File: config.mk
export PLATFORM = sky130hd
export DESIGN_NAME = lm_event_queue
export DESIGN_NICKNAME = d
export VERILOG_FILES = /design/src/rtl/lm_event_queue.sv
export SDC_FILE = /design/constraint.sdc
export NUM_CORES = 1
export LEC_CHECK = 0
export CAP_MARGIN = 10
export CORE_MARGIN = 2
export CORE_UTILIZATION = 55
export DETAILED_ROUTE_END_ITERATION = 10
export HOLD_SLACK_MARGIN = 0.15
export PLACE_DENSITY = 0.81
export SLEW_MARGIN = 40
export SYNTH_ARGS = -nofsm -noshare
export SYNTH_HDL_FRONTEND = slang
export SYNTH_SLANG_ARGS = --single-unit
export TNS_END_PERCENT = 20
File: constraint.sdc
create_clock -name clk -period 3.4 [get_ports clk]
set_clock_uncertainty 0.1 [all_clocks]
set_input_delay 0.51 -clock clk [delete_from_list [all_inputs] [get_ports clk]]
set_output_delay 0.51 -clock clk [all_outputs]
set_load 0.01 [all_outputs]
File: src/rtl/lm_event_queue.sv
// lm_event_queue
//   Queues LED patterns posted by the error/status producers and shows them
//   to the LED-manager decoder one at a time. Each head stays visible for
//   HOLD_CYCLES cycles before it is popped. With LAST_STICKY=1 the final
//   entry stays on display until a newer pattern displaces it. The decoder
//   has no read strobe, so every pop is decided here.
//
// Parameters
//   WIDTH        LED pattern width. Set it to WIDTH_LEDS from LM_params.v
//                at instantiation.
//   DEPTH        number of queue entries (power of two, >= 2)
//   HOLD_CYCLES  dwell cycles per entry (>= 1)
//   LAST_STICKY  1: hold the last entry until a newer one arrives
//
// Ports
//   clk         clock
//   rst         asynchronous active-high reset
//   wr_en       push wr_data this cycle
//   wr_data     LED pattern to queue
//   flush       synchronous clear of all entries; wins over a push
//   rd_data     head entry, 0 when empty
//   fifo_empty  no entry to display
//   full        count == DEPTH
//   overflow    one-cycle registered pulse: a push was dropped because full
//   count       number of entries held
module lm_event_queue #(
  parameter int WIDTH       = 8,
  parameter int DEPTH       = 8,
  parameter int HOLD_CYCLES = 25_000_000,
  parameter int LAST_STICKY = 1
) (
  input  logic                       clk,
  input  logic                       rst,
  input  logic                       wr_en,
  input  logic [WIDTH-1:0]           wr_data,
  input  logic                       flush,
  output logic [WIDTH-1:0]           rd_data,
  output logic                       fifo_empty,
  output logic                       full,
  output logic                       overflow,
  output logic [$clog2(DEPTH):0]     count
);

  localparam int AW = $clog2(DEPTH);
  localparam int CW = AW + 1;
  localparam int DW = $clog2(HOLD_CYCLES) + 1;

  typedef enum logic [1:0] {
    S_EMPTY,
    S_SHOW,
    S_HOLD_LAST
  } state_t;

  state_t            state, state_next;
  logic [DW-1:0]     dwell_cnt, dwell_next;
  logic [AW-1:0]     wr_ptr, rd_ptr;
  logic [WIDTH-1:0]  mem [DEPTH];
  logic              push_ok;
  logic              pop;
  logic              dwell_done;

  // full comes from the registered count, so a pop in the same cycle never
  // makes room for a push. A flush swallows any simultaneous push.
  assign full       = (count == CW'(DEPTH));
  assign fifo_empty = (count == '0);
  assign push_ok    = wr_en && !full && !flush;
  assign dwell_done = (dwell_cnt == DW'(HOLD_CYCLES - 1));
  assign rd_data    = fifo_empty ? '0 : mem[rd_ptr];

  // Dwell FSM: next state, pop request and next dwell count.
  always_comb begin
    // NOTE: every output of this block gets a default first, so no path
    // leaves one unassigned and no latch is inferred.
    state_next = state;
    dwell_next = dwell_cnt;
    pop        = 1'b0;

    unique case (state)
      S_EMPTY: begin
        dwell_next = '0;
        if (push_ok) state_next = S_SHOW;
      end

      S_SHOW: begin
        if (!dwell_done) begin
          dwell_next = dwell_cnt + DW'(1);
        end else if (LAST_STICKY != 0 && count == CW'(1) && !push_ok) begin
          // Last entry in sticky mode: keep it and freeze the counter.
          state_next = S_HOLD_LAST;
        end else begin
          pop        = 1'b1;
          dwell_next = '0;
          if (count == CW'(1) && !push_ok) state_next = S_EMPTY;
        end
      end

      S_HOLD_LAST: begin
        // A new pattern displaces the sticky head at the same edge.
        if (push_ok) begin
          pop        = 1'b1;
          dwell_next = '0;
          state_next = S_SHOW;
        end
      end

      default: begin
        state_next = S_EMPTY;
        dwell_next = '0;
      end
    endcase

    if (flush) begin
      state_next = S_EMPTY;
      dwell_next = '0;
      pop        = 1'b0;
    end
  end

  // NOTE: sequential state uses non-blocking assignments only, so every
  // register samples the values from before the edge.
  always_ff @(posedge clk or posedge rst) begin
    if (rst) begin
      state     <= S_EMPTY;
      dwell_cnt <= '0;
    end else begin
      state     <= state_next;
      dwell_cnt <= dwell_next;
    end
  end

  always_ff @(posedge clk or posedge rst) begin
    if (rst) begin
      wr_ptr   <= '0;
      rd_ptr   <= '0;
      count    <= '0;
      overflow <= 1'b0;
    end else if (flush) begin
      wr_ptr   <= '0;
      rd_ptr   <= '0;
      count    <= '0;
      overflow <= 1'b0;
    end else begin
      overflow <= wr_en && full;
      if (push_ok) wr_ptr <= wr_ptr + AW'(1);
      if (pop)     rd_ptr <= rd_ptr + AW'(1);
      unique case ({push_ok, pop})
        2'b10:   count <= count + CW'(1);
        2'b01:   count <= count - CW'(1);
        default: count <= count;
      endcase
    end
  end

  // NOTE: the storage array has no reset. count decides which slots are
  // visible, so stale contents never reach rd_data.
  always_ff @(posedge clk) begin
    if (push_ok) mem[wr_ptr] <= wr_data;
  end

endmodule

-- After elaboration in Yosys (flattened, before gate mapping)
Memories as Yosys holds them, arrays and structs flattened.
Cells that the tools add are included.
Widths: inputs -> output; s select.
- shift-type cells: 0
- add/sub/neg operators: 5
- reduce and logical (&&, ||, !) cells: 15
- divide/modulo/power cells: 0
- $mul: 0
- bitwise operators: 0
- order comparisons: 0
- equal/unequal tests: 12
- mux-type cells: 24
- operators by type and width (operator ; number):
    $mux 26 ; 4
    $pmux 26 s2 ; 1
    $add 26x1->26 const B ; 1
    $eq 26x25->1 const B ; 1
    $mux 3 ; 4
    $ne 3x3->1 const B ; 3
    $mux 2 ; 4
    $mux 8 ; 1
    $pmux 4 s2 ; 1
    $add 3x1->3 const B ; 2
    $mux 1 ; 6
    $add 4x1->4 const B ; 1
    $eq 2x1->1 const B ; 2
    $eq 2x2->1 const B ; 2
    $eq 4x1->1 const B ; 1
    $eq 4x4->1 const B ; 1
    $logic_and 1x1->1 ; 4
    $logic_not 4->1 ; 1
    $mux 4 ; 1
    $ne 4x4->1 const B ; 1
    $pmux 2 s2 ; 1
    $reduce_bool 2->1 ; 2
    $sub 4x1->4 const B ; 1
    $logic_not 1->1 ; 3
    other kinds (7) ; 7
- bits in latches: 0
- flip-flop bits (word level): 39
- ROM bits: 0
- RAM bits: 64
- output and inout bits: 15
- logic and storage cells: 63
- input bits: 12
- memories kept: 1
- memories (name ; depth ; width ; rd ports ; clocked after memory_dff ; wr ports ; RTL line ; source):
    mem ; 8 ; 8 ; 1 ; 0 ; 1 ; 57 ; logic [WIDTH-1:0] mem [DEPTH];

-- Logic depth before layout (Yosys ltp)
Gate-level depths: netlist of the first run.
- word-level depth: 13
- gate-level depth with buffers: 10
- depth with buffers taken out: 9

-- Worst setup path after synthesis of the first run
No wires, ideal clock.
- kind: register to output
- start: reg rd_ptr[0]
- end: out rd_data[6]
- buffers on the path: 2
- setup slack: 0.719 ns
- arrival time: 2.071 ns
- cell stages (with the launch flop): 6
- data required time: 2.790 ns
- cells stage by stage: dfrtp_1 > clkbuf_1 > buf_1 > mux4_2 > mux2i_1 > nor2_1
- word-level cells in the longest chain between the ends: 2
- RTL lines (what ; RTL line ; source):
    from (decl) ; 56 ; logic [AW-1:0] wr_ptr, rd_ptr;
    from (signal assigned) ; 145 ; if (pop) rd_ptr <= rd_ptr + AW'(1);
    $mem_v2 8x8 ; -- ;
    $mux 8 ; 68 ; assign rd_data = fifo_empty ? '0 : mem[rd_ptr];
    to (decl) ; 37 ; output logic [WIDTH-1:0] rd_data,
No other way between the ends.

-- Final worst setup path of the first run
- start: reg rd_ptr[1]
- end: out rd_data[3]
Same word-level chain as after synthesis.

==> summary.txt, run 1 <==
Floorplanning
  • Effective utilization at floorplan: 0.559
  • Num rows: 34
  • Number of top-level design ports: 27
  • Horizontal die dimension: 97.7 um
  • Die Height: 97.7 um
  • Core area: 8640 sq um
  • Die area: around 9500 sq um

STA
  • Max-slew violation total from the final report: 0
  • Clock period minus worst slack: 2.97 ns
  • Finish-stage setup viols: 0
  • Fmax: 337 MHz
  • Max-Slew Margin vs Limit: 0.429
  • Setup repair after global routing missed its margin: no
  • Worst hold slack: roughly 0.45 ns
  • Transition time at the pin with the least slew margin: 0.848 ns
  • Share of the clock period used by the worst path: 0.873
  • Hold Vio Cnt, Final: 0
  • Total Negative Setup Slacks: 0 ns

Job
  • # Max-Cap Violations: 0

Setup path
  • Worst EP arrival: 2.36 ns
  • Worst setup EP type: primary output
  • Worst Path Required: 2.79 ns
  • Startpoint Class: register
  • Reg-to-reg critical path endpoint: count[1]$_DFFE_PP0P_
  • Critical path start-end classification: register to primary output
  • Worst r2r src: dwell_cnt[8]$_DFFE_PP0P_
  • FF-to-FF setup slack: 0.59 ns
  • Number of cells on the worst reg-to-reg path: 6
  • Largest fanout of any net on the critical path: 17

Layout
  • Most common cell after layout, fill and taps aside: sky130_fd_sc_hd__edfxtp_1
  • Net total in the final layout: 445
  • Proportion of layout cells with a drive suffix above 1: 0.126
  • Leading cell types in the layout, fill and taps excluded: sky130_fd_sc_hd__edfxtp_1 (64), sky130_fd_sc_hd__nor2_1 (54), sky130_fd_sc_hd__dfrtp_1 (39)
  • Final Non-Filler Cells: roughly 540
  • Area growth syn-to-layout: 13.7%
  • Fill cell instance count of the final layout: 646
  • Antenna diode count: 0
  • Post-route design area: 5490 sq um
  • Fin util: 0.636

Synth
  • FF+latch count, synth: approximately 100
  • Number of nets produced by synthesis: ~400
  • Async S/R FF share, synth: 0.379
  • Yosys cell types: 47
  • Average size of a mapped cell: 12.6 sq um
  • Post-synthesis sequential area ratio: 0.600
  • Post-synthesis instance area: approximately 4800 sq um
  • Post-synth EDFFs: 64
  • Cells after Synth: 383
  • Most common flop cell mapped by yosys: sky130_fd_sc_hd__edfxtp_1
  • Number of warnings reported in the yosys synthesis log: 0

Detailed routing
  • Detailed-route wire length: 9.63 mm
  • Via count normalized by instance count: 6.08
  • Count of vias placed by the detailed router: 3252
  • Final ANT Viol Nets: 0
  • Pre-antenna DRT Iters: 5
  • Post-detailed-route DRC marker count: 0
  • Routed wire per std cell: approximately 18 um
  • Detailed router's first-iteration violation count: 177

Power and ir drop
  • Leakage power total: slightly below 0.002 uW
  • Peak VDD IR: 0.000236 V
  • Pwr per Cell Area: just over 500 nW/um^2

GRT
  • Total routing resource utilization after global routing: 0.212
  • Antenna violations before repair: 0
  • Vias in the first global route: 3204
  • Pin count of the biggest net entering global routing: 22
  • First-pass GRT wire length: 16.1 mm
  • GR Overflow Total: 0

Clock tree
  • CTS Root Cell: sky130_fd_sc_hd__clkbuf_8
  • Clock sink count: 103
  • Hold-fix buffers, CTS: 0
  • Clock-pin slew on the worst setup and hold paths: 0.10 ns
  • Clock buffers created by TritonCTS: 9
  • H-tree levels: 3
  • Number of buffers between clock root and the deepest sink: 2
  • TritonCTS clock tree: done
  • Post-CTS setup buffers: 0
  • Total of cells resized after clock tree synthesis: 0
  • Clock latency at the later pin of the worst-skew pair: 0.36 ns

Placed design
  • Detailed Place HPWL: 6.59 mm
  • Number of port buffers: 26
  • Cell Area, Placed: about 5300 sq um
  • Placed instance count: 520
  • Routability congestion estimate from global placement: 0.939

Hold path
  • Worst hold-check path type: input port to asynchronous set/reset pin

Status
  • Outcome: complete, no violations
-- routing by layer --
layer,up-vias,global-route usage,wire (um)
met5,-,0,0
met4,0,0.0694,150
met3,14,0.0381,420
met2,100,0.350,4810
met1,1615,0.290,4240
li1,1523,-,-
-- stage by stage --
stage	total power (uW)	setup WS, ns
2_1_floorplan	1780	0.719
3_3_place_gp	2020	0.736
3_5_place_dp	2040	0.626
4_1_cts	2820	0.389
5_1_grt	2930	0.285
6_report	2800	0.432
-- how the worst max path moves through the flow --
stage,to,startpoint,slack [ns]
global route,rd_data[2],rd_ptr[1]$_DFFE_PP0P_,0.29
CTS,rd_data[3],rd_ptr[1]$_DFFE_PP0P_,0.39
finish,rd_data[3],rd_ptr[1]$_DFFE_PP0P_,0.43
floorplan,rd_data[6],rd_ptr[0]$_DFFE_PP0P_,0.72
detailed placement,count[1]$_DFFE_PP0P_,flush,0.63
global placement,dwell_cnt[11]$_DFFE_PP0P_,flush,0.74
-- layout make-up --
cell class | instances | area (sq um) | share of cell area
clock buffers | 9 | 124 | 0.0226
repair buffers | 42 | 380 | 0.0693
well taps | 108 | 135 | 0.0246
inverters | 10 | 37.5 | 0.00684
flip-flops and latches | 103 | 2900 | 0.528
clock inverters | 6 | 77.6 | 0.0141
multi-input cells | 257 | 1840 | 0.335
-- synthesized netlist by cell type, types with 2 or more instances --
library cell,number,area share
sky130_fd_sc_hd__xnor2_1,10,0.018
sky130_fd_sc_hd__mux4_2,16,0.075
sky130_fd_sc_hd__mux2i_1,9,0.019
sky130_fd_sc_hd__inv_1,10,0.0078
sky130_fd_sc_hd__nand4b_1,2,0.0036
sky130_fd_sc_hd__or4_1,6,0.0093
sky130_fd_sc_hd__and4_1,2,0.0036
sky130_fd_sc_hd__ha_1,10,0.026
sky130_fd_sc_hd__edfxtp_1,64,0.40
sky130_fd_sc_hd__nor3_1,10,0.010
sky130_fd_sc_hd__o31ai_1,5,0.0078
sky130_fd_sc_hd__buf_6,2,0.0047
sky130_fd_sc_hd__nand2b_1,3,0.0039
sky130_fd_sc_hd__nor2_1,54,0.042
sky130_fd_sc_hd__o21ai_0,13,0.013
sky130_fd_sc_hd__buf_1,3,0.0023
sky130_fd_sc_hd__xor2_1,10,0.018
sky130_fd_sc_hd__o22ai_1,3,0.0039
sky130_fd_sc_hd__dfrtp_1,39,0.20
sky130_fd_sc_hd__and3_1,5,0.0065
sky130_fd_sc_hd__a21oi_1,8,0.0083
sky130_fd_sc_hd__and4b_1,2,0.0041
sky130_fd_sc_hd__nor4_1,6,0.0078
sky130_fd_sc_hd__a31oi_1,4,0.0052
sky130_fd_sc_hd__nand3_1,24,0.025
sky130_fd_sc_hd__clkbuf_1,8,0.0062
sky130_fd_sc_hd__nand4_1,11,0.014
sky130_fd_sc_hd__and2_1,3,0.0039
sky130_fd_sc_hd__nand2_1,23,0.018
-- worst max-delay path, cell delays in order (launching register included) --
cell,delay [ns]
sky130_fd_sc_hd__dfrtp_1,0.84
sky130_fd_sc_hd__mux4_2,0.41
sky130_fd_sc_hd__mux2i_1,0.16
sky130_fd_sc_hd__nor2_1,0.08
sky130_fd_sc_hd__clkdlybuf4s50_1,0.50
-- flip-flops by register name, summed over array words and instances, names as in the netlist --
name / flops
overflow: 1
mem: 64
count: 4
dwell_cnt: 26
state: 2
wr_ptr: 3
rd_ptr: 3
-- cell families after synthesis --
kind of cell             Yosys count  synth area share
AND/OR/NAND/NOR                  158             0.166
flip-flops                       103             0.600
AO/OA/AOI/OAI                     44            0.0580
multiplexers                      25            0.0933
buffers and inverters             23            0.0210
XOR/XNOR                          20            0.0363
adder cells (fa/ha/maj)           10            0.0259
-- power breakdown --
group | internal, uW | leakage (uW) | total, uW | switching [uW]
clock | 351 | 0.0000997 | 787 | 436
sequential | 1380 | 0.00112 | 1430 | 50.3
combinational | 252 | 0.000704 | 583 | 330
(Power assumes the default switching activity.)
==> run 2, diff against run 1 <==
==> constraint.sdc (replaced) <==
create_clock -name clk -period 3.4 [get_ports clk]
set_clock_uncertainty 0.1 [all_clocks]
set_input_delay 0.51 -clock clk [delete_from_list [all_inputs] [get_ports clk]]
set_output_delay 0.51 -clock clk [all_outputs]
set_load 0.05 [all_outputs]
==> run 2 against run 1 <==
Against the previous run: flip-flop and latch count stayed put; critical path depth increased by 1; clock power up 1%.
==> summary.txt, run 2 (same netlist as run 1, synthesis figures left out) <==
Status
  • Outcome: complete, no violations

Setup path
  • Worst Path Required: 2.79 ns (about the same)
  • Startpoint Class: register
  • Critical path start-end classification: register to primary output
  • Largest fanout of any net on the critical path: 18 (+1)
  • Worst setup EP type: primary output
  • Worst EP arrival: 2.55 ns (+0.19 ns)

STA
  • Fmax: 317 MHz (-6.0%)
  • Max-slew violation total from the final report: 0 (unchanged)
  • Total Negative Setup Slacks: 0 ns (unchanged)
  • Transition time at the pin with the least slew margin: 0.819 ns (-0.0293 ns)
  • Hold Vio Cnt, Final: 0 (unchanged)
  • Share of the clock period used by the worst path: 0.929 (+0.0559)
  • Setup repair after global routing missed its margin: no
  • Finish-stage setup viols: 0 (unchanged)
  • Max-Slew Margin vs Limit: 0.449 (+0.0197)
  • Clock period minus worst slack: 3.16 ns (+0.190 ns)

Job
  • # Max-Cap Violations: 0 (unchanged)

Clock tree
  • CTS Root Cell: sky130_fd_sc_hd__clkbuf_8
  • Post-CTS setup buffers: 0 (unchanged)
  • Hold-fix buffers, CTS: 0 (unchanged)
  • TritonCTS clock tree: done
  • H-tree levels: 3 (unchanged)
  • Total of cells resized after clock tree synthesis: 0 (unchanged)
  • Clock sink count: 103 (unchanged)
  • Clock-pin slew on the worst setup and hold paths: 0.10 ns (about the same)
  • Number of buffers between clock root and the deepest sink: 2 (unchanged)
  • Clock latency at the later pin of the worst-skew pair: 0.37 ns (about the same)
  • Clock buffers created by TritonCTS: 9 (unchanged)

Layout
  • Final Non-Filler Cells: 534 (-0.19%)
  • Register ranked first by flip-flop count: mem
  • Leading cell types in the layout, fill and taps excluded: sky130_fd_sc_hd__edfxtp_1 (64), sky130_fd_sc_hd__nor2_1 (53), sky130_fd_sc_hd__dfrtp_1 (39)
  • Antenna diode count: 0 (unchanged)
  • Area used by multi-input combinational logic: 1840 sq um (+0.14%)
  • Area growth syn-to-layout: 13.6% (about the same)
  • Net total in the final layout: 443 (-0.45%)
  • Fill cell instance count of the final layout: 638 (-1.2%)
  • Storage element area: 2900 sq um (unchanged)
  • Most common cell after layout, fill and taps aside: sky130_fd_sc_hd__edfxtp_1
  • Proportion of layout cells with a drive suffix above 1: 0.129 (+0.00264)
  • Flip-flop count of the largest register, all copies and words added: 64 (unchanged)
  • Registers with the highest flip-flop counts: mem x64, dwell_cnt x26, count x4

Placed design
  • Number of port buffers: 26 (unchanged)
  • Detailed Place HPWL: 6.59 mm (about the same)
  • Placed instance count: 518 (-0.38%)
  • Routability congestion estimate from global placement: 0.947 (+0.95%)

Power and ir drop
  • Leakage power total: 0.00191 uW (-0.29%)
  • Peak VDD IR: 0.000250 V (+5.9%)
  • Pwr per Cell Area: 544 nW/um^2 (+6.6%)

Floorplanning
  • Die area: 9550 sq um (unchanged)
  • Effective utilization at floorplan: 0.559 (unchanged)
  • Number of top-level design ports: 27 (unchanged)
  • Die Height: 97.7 um (unchanged)
  • Horizontal die dimension: 97.7 um (unchanged)
  • Core area: 8640 sq um (unchanged)
  • Num rows: 34 (unchanged)

Detailed routing
  • Post-detailed-route DRC marker count: 0 (unchanged)
  • Count of vias placed by the detailed router: 3281 (+0.89%)
  • Routed wire per std cell: 18.0 um (about the same)
  • Detailed router's first-iteration violation count: 234 (+32%)
  • Pre-antenna DRT Iters: 5 (unchanged)
  • Detailed-route wire length: 9.61 mm (-0.21%)
  • Final ANT Viol Nets: 0 (unchanged)
  • Via count normalized by instance count: 6.14 (+1.1%)

GRT
  • Antenna violations before repair: 0 (unchanged)
  • Pin count of the biggest net entering global routing: 25 (+14%)
  • First-pass GRT wire length: 15.9 mm (-0.86%)
  • Vias in the first global route: 3124 (-2.5%)
  • Total routing resource utilization after global routing: 0.213 (+0.000843)
  • GR Overflow Total: 0 (unchanged)

Hold path
  • Worst hold-check path type: input port to asynchronous set/reset pin
## run 2: report_power, final
group | switching (uW) | total, uW | internal (uW)
Sequential | 51.0 | 1430 | 1380
Clock | 442 | 798 | 355
Combinational | 510 | 754 | 244
Total | 1000 | 2980 | 1980
## run 2: layout make-up
| cell class | count | area share |
|---|---|---|
| Timing Repair Buffer | 40 | 0.0666 |
| Clock inverter | 7 | 0.0157 |
| Clock buffer | 9 | 0.0226 |
| Multi-Input combinational cell | 257 | 0.335 |
| Tap cell | 108 | 0.0246 |
| Inverter | 10 | 0.00684 |
| Sequential cell | 103 | 0.528 |
## run 2: through the flow
step | utilization | hold slack [ns] | worst slack (ns) | total power, uW | cell area (sq um)
6_report | 0.635 | 0.392 | 0.242 | 2980 | 5490
5_1_grt | 0.635 | 0.441 | 0.119 | 3110 | 5490
4_1_cts | 0.635 | 0.400 | 0.216 | 3000 | 5490
3_5_place_dp | 0.611 | 0.444 | 0.627 | 2210 | 5280
3_3_place_gp | 0.611 | 0.416 | 0.632 | 2190 | 5270
2_1_floorplan | - | 0.393 | 0.403 | 1960 | 4830
## run 2: layer usage
| layer | GRT usage | up-vias | share of wire |
|---|---|---|---|
| li1 | - | 1521 | - |
| met1 | 0.302 | 1628 | 0.44 |
| met2 | 0.340 | 117 | 0.49 |
| met3 | 0.0324 | 15 | 0.058 |
| met4 | 0.0780 | 0 | 0.015 |
| met5 | 0 | - | 0 |
## run 2: final timing paths
kind	startpoint	endpoint	slack (ns)	cells past startpoint
setup / recovery	rd_ptr[0]$_DFFE_PP0P_	rd_data[3]	0.24	5
hold / removal	rst	dwell_cnt[12]$_DFFE_PP0P_	0.39	2
setup reg to reg	dwell_cnt[8]$_DFFE_PP0P_	rd_ptr[2]$_DFFE_PP0P_	0.65	6
hold reg to reg	dwell_cnt[0]$_DFFE_PP0P_	dwell_cnt[0]$_DFFE_PP0P_	0.46	1
max in group asynchronous	rst	dwell_cnt[4]$_DFFE_PP0P_	2.25	3
min in group clk	dwell_cnt[0]$_DFFE_PP0P_	dwell_cnt[0]$_DFFE_PP0P_	0.46	1
## run 2: critical path, stage by stage, from the launching register on
cell and delay [ns]:
sky130_fd_sc_hd__dfrtp_1 0.33, sky130_fd_sc_hd__buf_4 0.33, sky130_fd_sc_hd__mux4_2 0.56, sky130_fd_sc_hd__mux2i_1 0.15, sky130_fd_sc_hd__nor2_1 0.07, sky130_fd_sc_hd__clkdlybuf4s50_1 0.73
